===== src/rtl/pll_reconfig_pkg.sv =====
// Shared types and constants for the sys_pll reconfiguration sequencer.
package pll_reconfig_pkg;

  typedef enum logic [2:0] {
    ST_PWD       = 3'd0,
    ST_RESET     = 3'd1,
    ST_WAIT_LOCK = 3'd2,
    ST_IDLE      = 3'd3,
    ST_GATE      = 3'd4,
    ST_APPLY     = 3'd5,
    ST_UNGATE    = 3'd6
  } state_e;

  localparam logic [1:0] ERR_OK      = 2'd0;
  localparam logic [1:0] ERR_BAD_ARG = 2'd1;
  localparam logic [1:0] ERR_TIMEOUT = 2'd2;

  localparam int GATE_CYCLES = 2;

endpackage


===== src/rtl/pll_lock_sync.sv =====
// Two-flop synchroniser for the raw PLL lock plus a saturating stable-lock filter.
module pll_lock_sync #(
  parameter int LOCK_STABLE = 8
) (
  input  logic clk,
  input  logic rst,
  input  logic clr,
  input  logic pll_lock,
  output logic lock_s,
  output logic lock_stable
);

  localparam int SW = $clog2(LOCK_STABLE + 1);

  logic          meta_q;
  logic          sync_q;
  logic [SW-1:0] stable_q;

  always_ff @(posedge clk) begin
    if (rst) begin
      meta_q   <= 1'b0;
      sync_q   <= 1'b0;
      stable_q <= '0;
    end else begin
      meta_q <= pll_lock;
      sync_q <= meta_q;
      // Any dropout of the synchronised lock restarts the stability window.
      if (clr || !sync_q) begin
        stable_q <= '0;
      end else if (stable_q != SW'(LOCK_STABLE)) begin
        stable_q <= stable_q + SW'(1);
      end
    end
  end

  assign lock_s      = sync_q;
  assign lock_stable = (stable_q == SW'(LOCK_STABLE));

endmodule


===== src/rtl/pll_reconfig_ctrl.sv =====
// Sequencer for the sys_pll dynamic-configuration interface: bring-up, gated per-channel updates, relock with retry.
// Optional macro PLL_LOCK_MON_EN adds an idle lock-loss monitor, autonomous relock and the lock_loss_cnt port.
module pll_reconfig_ctrl
  import pll_reconfig_pkg::*;
#(
  parameter int NUM_CH       = 5,
  parameter int DIV_W        = 10,
  parameter int PHASE_W      = 13,
  parameter int DEF_ODIV     = 100,
  parameter int DEF_DUTY     = 100,
  parameter int DEF_PHASE    = 16,
  parameter int PWD_CYCLES   = 8,
  parameter int RST_CYCLES   = 16,
  parameter int LOCK_STABLE  = 8,
  parameter int LOCK_TIMEOUT = 65535,
  parameter int MAX_RETRY    = 3
) (
  input  logic                      clk,
  input  logic                      rst,
  input  logic                      cfg_req,
  input  logic [NUM_CH-1:0]         cfg_ch_mask,
  input  logic [DIV_W-1:0]          cfg_odiv,
  input  logic [DIV_W-1:0]          cfg_duty,
  input  logic [PHASE_W-1:0]        cfg_phase,
  output logic                      cfg_ack,
  output logic                      done,
  output logic [1:0]                err,
  output logic                      busy,
  output logic                      locked,
  output logic                      pll_pwd,
  output logic                      pll_rst,
  output logic                      rstodiv,
  output logic [NUM_CH-1:0]         clkout_gate,
  output logic [NUM_CH*DIV_W-1:0]   dyn_odiv,
  output logic [NUM_CH*DIV_W-1:0]   dyn_duty,
  output logic [NUM_CH*PHASE_W-1:0] dyn_phase,
`ifdef PLL_LOCK_MON_EN
  output logic [7:0]                lock_loss_cnt,
`endif
  input  logic                      pll_lock,
  output logic [2:0]                dbg_state,
  output logic                      dbg_lock_s
);

  localparam int CNT_A   = (PWD_CYCLES > RST_CYCLES) ? PWD_CYCLES : RST_CYCLES;
  localparam int CNT_MAX = (LOCK_TIMEOUT > CNT_A) ? LOCK_TIMEOUT : CNT_A;
  localparam int CNT_W   = $clog2(CNT_MAX + 1);
  localparam int RTY_W   = $clog2(MAX_RETRY + 1);

  state_e                      state_q;
  logic [CNT_W-1:0]            cnt_q;
  logic [RTY_W-1:0]            retry_q;
  logic                        cfg_seq_q;
  logic                        bad_q;
  logic                        pwd_q, pll_rst_q, busy_q, locked_q, ack_q, done_q;
  logic [1:0]                  err_q;
  logic [NUM_CH-1:0]           gate_q, cap_mask_q;
  logic [DIV_W-1:0]            cap_odiv_q, cap_duty_q;
  logic [PHASE_W-1:0]          cap_phase_q;
  logic [NUM_CH*DIV_W-1:0]     odiv_q, duty_q;
  logic [NUM_CH*PHASE_W-1:0]   phase_q;
  logic                        lock_s, lock_stable, args_bad, mon_trip;

  pll_lock_sync #(.LOCK_STABLE(LOCK_STABLE)) u_lock_sync (
    .clk         (clk),
    .rst         (rst),
    .clr         (state_q != ST_WAIT_LOCK),
    .pll_lock    (pll_lock),
    .lock_s      (lock_s),
    .lock_stable (lock_stable)
  );

  // One spare bit so 2*odiv cannot wrap against duty.
  assign args_bad = (cfg_ch_mask == '0) || (cfg_odiv == '0) || (cfg_duty == '0) ||
                    ({1'b0, cfg_duty} >= {cfg_odiv, 1'b0});

`ifdef PLL_LOCK_MON_EN
  logic [1:0] loss_run_q;
  logic [7:0] loss_cnt_q;

  assign mon_trip = (state_q == ST_IDLE) && locked_q && !lock_s && (loss_run_q == 2'd3);

  always_ff @(posedge clk) begin
    if (rst) begin
      loss_run_q <= 2'd0;
      loss_cnt_q <= 8'd0;
    end else begin
      if ((state_q == ST_IDLE) && locked_q && !lock_s && !mon_trip) loss_run_q <= loss_run_q + 2'd1;
      else loss_run_q <= 2'd0;
      if (mon_trip && (loss_cnt_q != 8'hFF)) loss_cnt_q <= loss_cnt_q + 8'd1;
    end
  end

  assign lock_loss_cnt = loss_cnt_q;
`else
  assign mon_trip = 1'b0;
`endif

  always_ff @(posedge clk) begin
    if (rst) begin
      state_q     <= ST_PWD;
      cnt_q       <= '0;
      retry_q     <= '0;
      cfg_seq_q   <= 1'b0;
      bad_q       <= 1'b0;
      pwd_q       <= 1'b1;
      pll_rst_q   <= 1'b0;
      busy_q      <= 1'b1;
      locked_q    <= 1'b0;
      ack_q       <= 1'b0;
      done_q      <= 1'b0;
      err_q       <= ERR_OK;
      gate_q      <= '1;
      cap_mask_q  <= '0;
      cap_odiv_q  <= '0;
      cap_duty_q  <= '0;
      cap_phase_q <= '0;
      for (int c = 0; c < NUM_CH; c++) begin
        odiv_q[c*DIV_W +: DIV_W]     <= DIV_W'(DEF_ODIV);
        duty_q[c*DIV_W +: DIV_W]     <= DIV_W'(DEF_DUTY);
        phase_q[c*PHASE_W +: PHASE_W] <= PHASE_W'(DEF_PHASE);
      end
    end else begin
      ack_q  <= 1'b0;
      done_q <= 1'b0;
      case (state_q)
        ST_PWD: begin
          if (cnt_q == CNT_W'(PWD_CYCLES - 1)) begin
            state_q   <= ST_RESET;
            cnt_q     <= '0;
            pwd_q     <= 1'b0;
            pll_rst_q <= 1'b1;
          end else cnt_q <= cnt_q + CNT_W'(1);
        end
        ST_RESET: begin
          if (cnt_q == CNT_W'(RST_CYCLES - 1)) begin
            state_q   <= ST_WAIT_LOCK;
            cnt_q     <= '0;
            pll_rst_q <= 1'b0;
          end else cnt_q <= cnt_q + CNT_W'(1);
        end
        ST_WAIT_LOCK: begin
          // Lock confirmation takes priority over a coincident timeout.
          if (lock_stable) begin
            state_q  <= ST_UNGATE;
            gate_q   <= '0;
            locked_q <= 1'b1;
            retry_q  <= '0;
            if (cfg_seq_q) begin
              done_q <= 1'b1;
              err_q  <= ERR_OK;
            end
          end else if (cnt_q == CNT_W'(LOCK_TIMEOUT - 1)) begin
            cnt_q <= '0;
            if (int'(retry_q) + 1 < MAX_RETRY) begin
              retry_q   <= retry_q + RTY_W'(1);
              state_q   <= ST_RESET;
              pll_rst_q <= 1'b1;
            end else begin
              retry_q  <= '0;
              state_q  <= ST_IDLE;
              busy_q   <= 1'b0;
              locked_q <= 1'b0;
              if (cfg_seq_q) begin
                done_q <= 1'b1;
                err_q  <= ERR_TIMEOUT;
              end
            end
          end else cnt_q <= cnt_q + CNT_W'(1);
        end
        ST_UNGATE: begin
          state_q <= ST_IDLE;
          busy_q  <= 1'b0;
        end
        ST_IDLE: begin
          if (mon_trip) begin
            state_q   <= ST_RESET;
            busy_q    <= 1'b1;
            locked_q  <= 1'b0;
            gate_q    <= '1;
            pll_rst_q <= 1'b1;
            cnt_q     <= '0;
            retry_q   <= '0;
            cfg_seq_q <= 1'b0;
          end else if (bad_q) begin
            bad_q  <= 1'b0;
            done_q <= 1'b1;
            err_q  <= ERR_BAD_ARG;
          end else if (cfg_req && !ack_q) begin
            ack_q       <= 1'b1;
            cap_mask_q  <= cfg_ch_mask;
            cap_odiv_q  <= cfg_odiv;
            cap_duty_q  <= cfg_duty;
            cap_phase_q <= cfg_phase;
            if (args_bad) begin
              bad_q <= 1'b1;
            end else begin
              state_q   <= ST_GATE;
              busy_q    <= 1'b1;
              cnt_q     <= '0;
              gate_q    <= gate_q | cfg_ch_mask;
              locked_q  <= 1'b0;
              cfg_seq_q <= 1'b1;
            end
          end
        end
        ST_GATE: begin
          if (cnt_q == CNT_W'(GATE_CYCLES - 1)) begin
            state_q <= ST_APPLY;
            cnt_q   <= '0;
            for (int c = 0; c < NUM_CH; c++) begin
              if (cap_mask_q[c]) begin
                odiv_q[c*DIV_W +: DIV_W]      <= cap_odiv_q;
                duty_q[c*DIV_W +: DIV_W]      <= cap_duty_q;
                phase_q[c*PHASE_W +: PHASE_W] <= cap_phase_q;
              end
            end
          end else cnt_q <= cnt_q + CNT_W'(1);
        end
        ST_APPLY: begin
          state_q   <= ST_RESET;
          cnt_q     <= '0;
          pll_rst_q <= 1'b1;
        end
        default: begin
          state_q <= ST_PWD;
          cnt_q   <= '0;
          pwd_q   <= 1'b1;
          busy_q  <= 1'b1;
        end
      endcase
    end
  end

  assign cfg_ack     = ack_q;
  assign done        = done_q;
  assign err         = err_q;
  assign busy        = busy_q;
  assign locked      = locked_q;
  assign pll_pwd     = pwd_q;
  assign pll_rst     = pll_rst_q;
  assign rstodiv     = pll_rst_q;
  assign clkout_gate = gate_q;
  assign dyn_odiv    = odiv_q;
  assign dyn_duty    = duty_q;
  assign dyn_phase   = phase_q;
  assign dbg_state   = state_q;
  assign dbg_lock_s  = lock_s;

endmodule


===== config.mk =====
export PLATFORM = sky130hd
export DESIGN_NAME = pll_reconfig_ctrl
export DESIGN_NICKNAME = d
export VERILOG_FILES = /design/src/rtl/pll_reconfig_pkg.sv /design/src/rtl/pll_lock_sync.sv /design/src/rtl/pll_reconfig_ctrl.sv
export SDC_FILE = /design/constraint.sdc
export NUM_CORES = 1
export LEC_CHECK = 0
export BUFFER_PORTS_ARGS = -buffer_cell sky130_fd_sc_hd__buf_2
export CORE_ASPECT_RATIO = 0.5
export CORE_MARGIN = 1
export CORE_UTILIZATION = 35
export CTS_BUF_LIST = sky130_fd_sc_hd__clkbuf_4 sky130_fd_sc_hd__clkbuf_8 sky130_fd_sc_hd__clkbuf_16
export CTS_CLUSTER_DIAMETER = 150
export CTS_CLUSTER_SIZE = 40
export DETAILED_ROUTE_END_ITERATION = 7
export HOLD_SLACK_MARGIN = 0.15
export SETUP_SLACK_MARGIN = 0.15
export SKIP_CTS_REPAIR_TIMING = 1
export SLEW_MARGIN = 5
export SYNTH_ARGS = -nofsm -noshare
export SYNTH_HDL_FRONTEND = slang
export SYNTH_HIERARCHICAL = 1
export SYNTH_SLANG_ARGS = --single-unit

===== constraint.sdc =====
create_clock -name clk -period 2.5 [get_ports clk]
set_input_delay 0.125 -clock clk [delete_from_list [all_inputs] [get_ports clk]]
set_output_delay 0.125 -clock clk [all_outputs]
set_load 0.02 [all_outputs]

* After elaboration in Yosys (flattened, before gate mapping) *
Cells that the tools add are included.

storage, ports and cells
  flip-flop bits (word level) = 245
  bits of input ports = 42
  output and inout bits = 183
  word-level logic and storage cells = 175

operators by class
  add/sub/neg operators = 4
  $lt $le $gt $ge = 2
  equality and inequality tests = 29
  mux-type cells = 64
  bitwise gates (word level) = 7
  reduce and logical (&&, ||, !) cells = 34

operators by type and width
  cell                     number
  $mux W16                 8
  $pmux W16 S6             1
  $mux W1                  25
  $mux W3                  8
  $ne A2 B2 Y1 const B     12
  $pmux W3 S7              1
  $logic_not A10 Y1        2
  $mux W2                  10
  $mux W5                  4
  $reduce_and A3 Y1        6
  $reduce_and A6 Y1        3
  $add A16 B1 Y16 const B  1
  $eq A16 B1 Y1 const B    1
  $eq A16 B16 Y1 const B   1
  $eq A16 B3 Y1 const B    1
  $eq A16 B4 Y1 const B    1
  $reduce_and A7 Y1        2
  $ge A10 B11 Y1           1
  $pmux W5 S2              1
  $reduce_and A5 Y1        2
  $eq A3 B3 Y1 const B     3
  $ne A3 B3 Y1 const B     3
  $ne A4 B4 Y1 const B     2
  $pmux W1 S4              2
  other kinds (25)         39

* Longest topological paths before layout *
Gate-level depths: netlist of run 1.

  depth in word-level cells = 8
  mapped depth = 11
  gate-level depth less buffers = 9

* Cells and area by module *
The synthesis of run 1 kept the hierarchy.

modules (own cells, without submodules)
  module             instances  cells an instance  area an instance (µm²)  sequential area each (µm²)
  pll_reconfig_ctrl  1          1174               9427.8                  4784.6
  pll_lock_sync      1          24                 256.5                   120.1

* Least setup slack after synthesis of run 1 *
No wires, ideal clock.

  path kind = reg-to-reg
  from = register u_lock_sync.stable_q[0]
  to = register cnt_q[1]
  library setup time = 0.070 ns
  arrival = 1.966 ns
  required time = 2.430 ns
  path slack = 0.463 ns
  stages on the path, launching flop included = 12
  buffers on the path = 2
  clock period less this slack = 2.037 ns
  cell sequence = dfxtp_1 > inv_1 > ha_1 > and3b_1 > buf_6 > nor2_1 > o21ai_0 > nor4_1 > nand3_1 > buf_2 > a211o_1 > a21oi_1

on the way
  longest elaborated chain between the ends = 3

RTL lines
  element                      line                      RTL
  start: declaration           pll_lock_sync.sv:17       logic [SW-1:0] stable_q;
  start signal: assignment     pll_lock_sync.sv:31       stable_q <= stable_q + SW'(1);
  $eq A4 B4 Y1                 pll_lock_sync.sv:37       assign lock_stable = (stable_q == SW'(LOCK_STABLE));
  net lock_stable              pll_reconfig_ctrl.sv:62   logic lock_s, lock_stable, args_bad, mon_trip;
  $ne A2 B2 Y1 (no line)       --
  $reduce_and A5 Y1 (no line)  --
  end signal: assignment       pll_reconfig_ctrl.sv:133  end else cnt_q <= cnt_q + CNT_W'(1);
  end signal: assignment       pll_reconfig_ctrl.sv:140  end else cnt_q <= cnt_q + CNT_W'(1);
  end signal: assignment       pll_reconfig_ctrl.sv:169  end else cnt_q <= cnt_q + CNT_W'(1);
  end: declaration             pll_reconfig_ctrl.sv:51   logic [CNT_W-1:0] cnt_q;

The timed path passes the listed nets, and every way through them passes these cells.
A chain may end at the register's enable or synchronous reset.

* Final worst setup path of run 1 *
  from = input port cfg_duty[3]
  to = register cnt_q[14]

on the way
  longest elaborated chain between the ends = 5
  elaborated cells between the ends (all ways) = 6
  those cells by class = order compare: 1; eq/ne: 1; reduce/logical: 4

RTL lines
  element                                                 line                     RTL
  start: declaration                                      pll_reconfig_ctrl.sv:23  input logic [DIV_W-1:0] cfg_duty,
  branches (longest 2 deep; another with $ge A10 B11 Y1)  --
  $logic_or A1 B1 Y1 *                                    pll_reconfig_ctrl.sv:74  assign args_bad = (cfg_ch_mask == '0) || (cfg_odiv == '0) || (cfg_duty == '0) ||
  $ne A2 B2 Y1 (no line) *                                --
  $reduce_and A5 Y1 (no line) *                           --

Every way passes the cells marked *.

==> qor.yml, run 1 <==
synthesis:
  ys_top_cells_by_area: "dfxtp_1 (51%), nand2_1 (17%), a21oi_1 (9.5%), nand3b_1 (3.1%), clkbuf_1 (1.9%)"
  synth_common_cells: "nand2_1 (432), dfxtp_1 (245), a21oi_1 (183)"
  ys_seq_area_share_pct: 50.6
  synthFlopType: "dfxtp_1"
  syn-cell-area_sq_um: 9680
  yosysMostFrequentCell: "nand2_1"
  synth_top_cell_area_share_pct: 50.6
  yosysUniqueCellTypes: 69
  synthArstFlopShare_pct: 0
  yosysWarnings: 6
  syn_avg_cell_area_sq_um: 8.08
  yosysTopAreaCell: "dfxtp_1"
  synth_edf_count: 0
  syn_inst: 1198
  synth-seq-cells: 245
  syn-num-nets: 1254
global_route:
  gr-total-overflow: 0
  grt_pass1_wl_um: 46300
  grt_max_degree: 119
  antenna_found_initial: 1
  grt_pass1_vias: 8260
  track_usage_pct: 20.3
die:
  rows: 42
  die_w_um: 237
  die-area_sq_um: 28400
  core-area_sq_um: 26800
  io_pins: 225
  fp.dieH_um: 120
  initial_utilization_pct: 36.1
timing:
  max_freq_ghz: 0.435
  layout_min_cycle_time_ns: 2.30
  whs_ns: 0.226
  tightest_slew_ns: 0.551
  skew_ns: 0.0655
  rsz0062_at_grt: "no"
  finalMaxSlewViolations: 0
  hold_violations: 0
  period_share_pct: 92.0
  setup_violations: 0
  relSlewSlack_pct: 62.9
  tns_ns: 0
critical_path:
  cp-startpoint: "cfg_duty[3]"
  critPathMaxStageDelay_ns: 0.54
  crit_fanout: 7
  slowest_stage: "dlygate4sd3_1"
  critPathLaunchType: "primary input"
  critPathKind: "in2reg"
  worstReg2RegStart: "u_lock_sync/stable_q[0]"
  crit_chain: "dlygate4sd3_1 -> buf_2 -> or4_1 -> nor4_1 -> buf_4 -> nor4_1 -> nand3_2 -> nand3b_1 -> o211ai_1"
  end_kind: "flip-flop"
  worstPathRequired_ns: 2.93
  crit_buf_inv: 3
  path_common_cell: "nor4_1"
  cp_top_family: "simple AND/OR/NAND/NOR gates"
  cp.arrival_ns: 2.73
place:
  postPlaceCellArea_sq_um: 11100
  place_congestion: 0.857
  hpwl_um: 20700
  io_buffer_count: 224
layout:
  fill_cells: 2652
  layout.area.seq_sq_um: 4910
  nNetsFinal: 1474
  multiInputGateArea_sq_um: 4330
  area.growth.synth_to_final_pct: 22.7
  design_area_sq_um: 11900
  drive_gt1_share_pct: 20.6
routing:
  dr_total_vias: 8973
  routed_wl_um: 30500
  ant_nets: 0
  post_drt_wl_per_cell_um: 17.2
  drtIter0Drc: 767
  routed_via_density: 5.07
  drc_errors: 0
  first_pass_iters: 5
power:
  power_density_nw_per_um2: 586
  irDropWorstVdd_mv: 0.415
  power.leakage_nw: 4.70
worst_hold_path:
  min_from: "cfg_req"
  worst_hold_path_type: "in2reg"
clock_tree:
  clockBufferDepth: 3
  cts_sinks: 245
  tritoncts: "done"
  clockRootBuffer: "clkbuf_16"
  cts_max_level: 1
  cts_buffers: 10
  clk_pin_slew_ns: 0.15
  clk_latency_ns: 0.50
run_status:
  status: "finished, final reports clean"
run:
  maxCapViolCount: 0
[power by group]
part           total [mW]  leakage (nW)  internal (mW)  switching, mW
Combinational       0.832          2.58          0.330          0.502
Clock                2.08         0.147          0.821           1.26
Sequential           4.06          1.98           3.97         0.0866
[registers in the layout, indices dropped and copies added (netlist names), 2 cells and up]
name                  cells
err                       2
cap_duty_q               10
cap_phase_q              13
clkout_gate               5
dyn_duty                 50
cnt_q                    16
u_lock_sync/stable_q      4
cap_odiv_q               10
dyn_odiv                 50
dbg_state                 3
retry_q                   2
dyn_phase                65
cap_mask_q                5
[per-stage QoR]
step | std cells | worst slack [ns] | power (mW) | util, %
after CTS | 1729 | 0.199 | 6.95 | 42.7
after detailed placement | 1717 | 0.193 | 4.91 | 41.6
final | 1771 | 0.201 | 6.97 | 44.3
after global routing | 1771 | 0.149 | 7.25 | 44.3
after global placement | 1717 | 0.188 | 4.90 | 41.6
after floorplan | 1198 | 0.463 | 4.68 | -
[layer usage]
| metal | wire, um | global-route usage (%) | share of wire, % |
|---|---|---|---|
| met5 | 0 | 0 | 0 |
| met4 | 610 | 4.11 | 2.0 |
| met3 | 1150 | 2.12 | 3.8 |
| met2 | 15000 | 35.7 | 49 |
| met1 | 13700 | 27.0 | 45 |
[worst paths after layout]
path | cells past startpoint | endpoint | slack [ns]
hold / removal | 5 | bad_q | 0.23
hold reg to reg | 1 | u_lock_sync/lock_s | 0.46
setup reg to reg | 9 | cnt_q[5] | 0.33
setup / recovery | 9 | cnt_q[14] | 0.20
[worst reg2reg max path: stages (launching register included)]
cell and delay (ns):
dfxtp_2 0.37, inv_1 0.07, ha_1 0.18, and3b_1 0.19, nor2_2 0.10, o21ai_0 0.10, nor4_1 0.32, nand3_2 0.26
nand3b_1 0.33, a31oi_1 0.13
[cells by family (layout without fill, tap and decap cells)]
kind of cell	count (synthesis)	in the layout	share of synthesized area [%]
DFF	245	245	50.6
AOI/OAI and AO/OA	240	240	13.9
adders and majority gates	14	14	1.81
other	0	1	0
muxes	5	5	0.530
and+or+nand+nor	588	588	27.9
xor gates and xnor gates	3	3	0.271
buffers and inverters	103	323	4.95
[placed cells by master (no fill, tap or decap), drive strengths merged, types with 4 or more instances in the layout]
cell type | synthesis | final
or4 | 7 | 7
mux2i | 4 | 4
a21oi | 184 | 184
and2 | 6 | 6
a31oi | 15 | 15
nor3 | 10 | 10
buf | 33 | 250
nand3 | 20 | 20
nand2b | 6 | 6
dlygate4sd3 | 0 | 41
nand3b | 40 | 40
ha | 14 | 14
nor4 | 9 | 9
nand4 | 12 | 12
dfxtp | 245 | 245
o21ai | 13 | 13
nor2 | 21 | 21
inv | 20 | 20
nand2 | 433 | 433
clkbuf | 50 | 11
a221o | 6 | 6
[final cells by class]
class / instances / area share (%)
multi-input combinational: 850 / 36.4
antenna: 1 / 0.0211
sequential: 245 / 41.3
tap: 352 / 3.71
timing repair buffer: 291 / 15.4
inverter: 20 / 0.632
clock inverter: 1 / 0.253
clock buffer: 11 / 2.32
(Power assumes the default switching activity.)
==> run 2: changes to the inputs <==
--- a/config.mk
+++ b/config.mk
@@ -6,8 +6,9 @@
 export NUM_CORES = 1
 export LEC_CHECK = 0
 export BUFFER_PORTS_ARGS = -buffer_cell sky130_fd_sc_hd__buf_2
+export CAP_MARGIN = 10
 export CORE_ASPECT_RATIO = 0.5
-export CORE_MARGIN = 1
+export CORE_MARGIN = 2
 export CORE_UTILIZATION = 35
 export CTS_BUF_LIST = sky130_fd_sc_hd__clkbuf_4 sky130_fd_sc_hd__clkbuf_8 sky130_fd_sc_hd__clkbuf_16
 export CTS_CLUSTER_DIAMETER = 150
==> constraint.sdc (replaced) <==
create_clock -name clk -period 2.5 [get_ports clk]
set_input_delay 0.25 -clock clk [delete_from_list [all_inputs] [get_ports clk]]
set_output_delay 0.25 -clock clk [all_outputs]
set_load 0.02 [all_outputs]
==> qor.yml, run 2 (synthesized netlist as in run 1, its figures left out) <==
critical_path:
  cp_top_family: "simple AND/OR/NAND/NOR gates"  # unchanged
  critPathLaunchType: "flip-flop"  # was primary input
  ff2ff_path_depth: 10  # was 9
  crit_chain: "inv_1 -> ha_1 -> and3b_1 -> nor2_1 -> o21ai_0 -> nor4_1 -> nand3_1 -> buf_4 -> nand3b_1 -> a31oi_1"  # was dlygate4sd3_1 -> buf_2 -> or4_1 -> nor4_1 -> buf_4 -> nor4_1 -> nand3_2 -> nand3b_1 -> o211ai_1
  worstPathRequired_ns: 2.88  # was 2.93 ns
  crit_fanout: 11  # was 7
  slowest_stage: "dfxtp_1"  # was dlygate4sd3_1
  cp.arrival_ns: 2.57  # was 2.73 ns
  end_kind: "flip-flop"  # unchanged
  worst-path-stages: 10  # was 9
  crit_buf_inv: 2  # was 3
  critPathKind: "reg2reg"  # was in2reg
  critPathMaxStageDelay_ns: 0.41  # was 0.54 ns
place:
  place_congestion: 0.836  # was 0.857
  placed_cells: 1720  # was 1717
  io_buffer_count: 224  # unchanged
  hpwl_um: 21200  # was 20700 um
  postPlaceCellArea_sq_um: 11200  # was 11100 sq um
clock_tree:
  cts_sinks: 245  # unchanged
  clockBufferDepth: 3  # unchanged
  clockRootBuffer: "clkbuf_16"  # unchanged
  cts_buffers: 10  # unchanged
  cts_max_level: 1  # unchanged
  clk_pin_slew_ns: 0.15  # about the same
  clk_latency_ns: 0.50  # about the same
  tritoncts: "done"  # unchanged
timing:
  skew_ns: 0.0630  # was 0.0655 ns
  rsz0062_at_grt: "yes"  # was no
  finalMaxSlewViolations: 0  # unchanged
  whs_ns: 0.334  # was 0.226 ns
  period_share_pct: 87.6  # was 92.0%
  hold_violations: 0  # unchanged
  max_freq_ghz: 0.456  # was 0.435 GHz
  tightest_slew_ns: 0.575  # was 0.551 ns
  tns_ns: 0  # unchanged
  layout_min_cycle_time_ns: 2.19  # was 2.30 ns
  relSlewSlack_pct: 61.7  # was 62.9%
  setup_violations: 0  # unchanged
layout:
  nNetsFinal: 1476  # was 1474
  most-common-layout-cells: "nand2_1 (432), dfxtp_1 (244), buf_2 (223)"  # unchanged
  largest_reg_flops: 65  # unchanged
  layout.area.seq_sq_um: 4910  # unchanged
  drive_gt1_share_pct: 20.6  # about the same
  antenna_cells: 0  # was 1
  final_core_util_pct: 44.4  # was 44.3%
  layout.cells.non_filler: 1772  # was 1771
  final_common_cell: "nand2_1"  # unchanged
  fill_cells: 2735  # was 2652
  area.growth.synth_to_final_pct: 22.8  # was 22.7%
  design_area_sq_um: 11900  # about the same
  multiInputGateArea_sq_um: 4310  # was 4330 sq um
routing:
  drc_errors: 0  # unchanged
  routed_via_density: 5.08  # was 5.07
  post_drt_wl_per_cell_um: 17.2  # about the same
  ant_nets: 0  # unchanged
  drtIter0Drc: 731  # was 767
  routed_wl_um: 30500  # about the same
  first_pass_iters: 5  # unchanged
  dr_total_vias: 9001  # was 8973
power:
  power.leakage_nw: 4.71  # was 4.70 nW
  irDropWorstVdd_mv: 0.429  # was 0.415 mV
  power_density_nw_per_um2: 584  # was 586 nW/um^2
global_route:
  grt_max_degree: 128  # was 119
  grt_pass1_vias: 8149  # was 8260
  antenna_found_initial: 0  # was 1
  track_usage_pct: 20.0  # was 20.3%
  grt_pass1_wl_um: 45500  # was 46300 um
  gr-total-overflow: 0  # unchanged
die:
  fp.dieH_um: 122  # was 120 um
  die_w_um: 239  # was 237 um
  initial_utilization_pct: 36.1  # unchanged
  rows: 42  # unchanged
  io_pins: 225  # unchanged
  die-area_sq_um: 29100  # was 28400 sq um
  core-area_sq_um: 26800  # unchanged
run:
  maxCapViolCount: 0  # unchanged
worst_hold_path:
  hold_path_depth: 5  # unchanged
  worst_hold_path_type: "in2reg"  # unchanged
run_status:
  status: "finished, final reports clean"  # unchanged
run 2: changes by cell type in the layout (fill, tap and decap cells not counted), sizes merged:
cell / previous run / this run
buf: 250 / 253
diode: 1 / 0
dlygate4sd3: 41 / 40
run 2: worst paths after layout:
check / from / endpoint / slack (ns)
hold / removal: cfg_odiv[9] / bad_q / 0.33
hold reg to reg: dyn_duty[38] / dyn_duty[38] / 0.45
setup reg to reg: u_lock_sync/stable_q[1] / cnt_q[12] / 0.31
setup / recovery: u_lock_sync/stable_q[1] / cnt_q[12] / 0.31
run 2: area by class of cell:
type                       instances  share of cell area, %
inverter                          20                  0.631
multi-input combinational        850                   36.2
tap                              352                   3.70
clock buffer                      11                   2.31
sequential                       245                   41.3
clock inverter                     1                  0.252
timing repair buffer             293                   15.6
run 2: power breakdown:
group          total, mW  switching [mW]  internal [mW]
clock network       2.06            1.24          0.821
registers           4.07          0.0977           3.97
logic              0.817           0.493          0.323
total               6.94            1.83           5.11
run 2: per-layer routing:
metal | global-route usage, % | up-vias | routed length, um
met4 | 7.34 | 0 | 911
met3 | 2.22 | 45 | 1030
met5 | 0 | - | 0
met2 | 34.9 | 206 | 15300
met1 | 25.6 | 4328 | 13300
li1 | - | 4422 | -
run 2: worst register-to-register path, delay by kind of cell (launching register included):
family | cells | cell delay, ns
buffers and inverters | 2 | 0.26
flip-flops | 1 | 0.41
adder cells (fa/ha/maj) | 1 | 0.16
AND/OR/NAND/NOR | 5 | 0.98
AO/OA/AOI/OAI | 2 | 0.26
run 2: through the flow:
step / power [mW] / worst slack [ns]
after floorplan: 4.68 / 0.463
after global placement: 4.90 / 0.204
after detailed placement: 4.91 / 0.213
after CTS: 6.95 / 0.256
after global routing: 7.24 / 0.136
final: 6.94 / 0.309
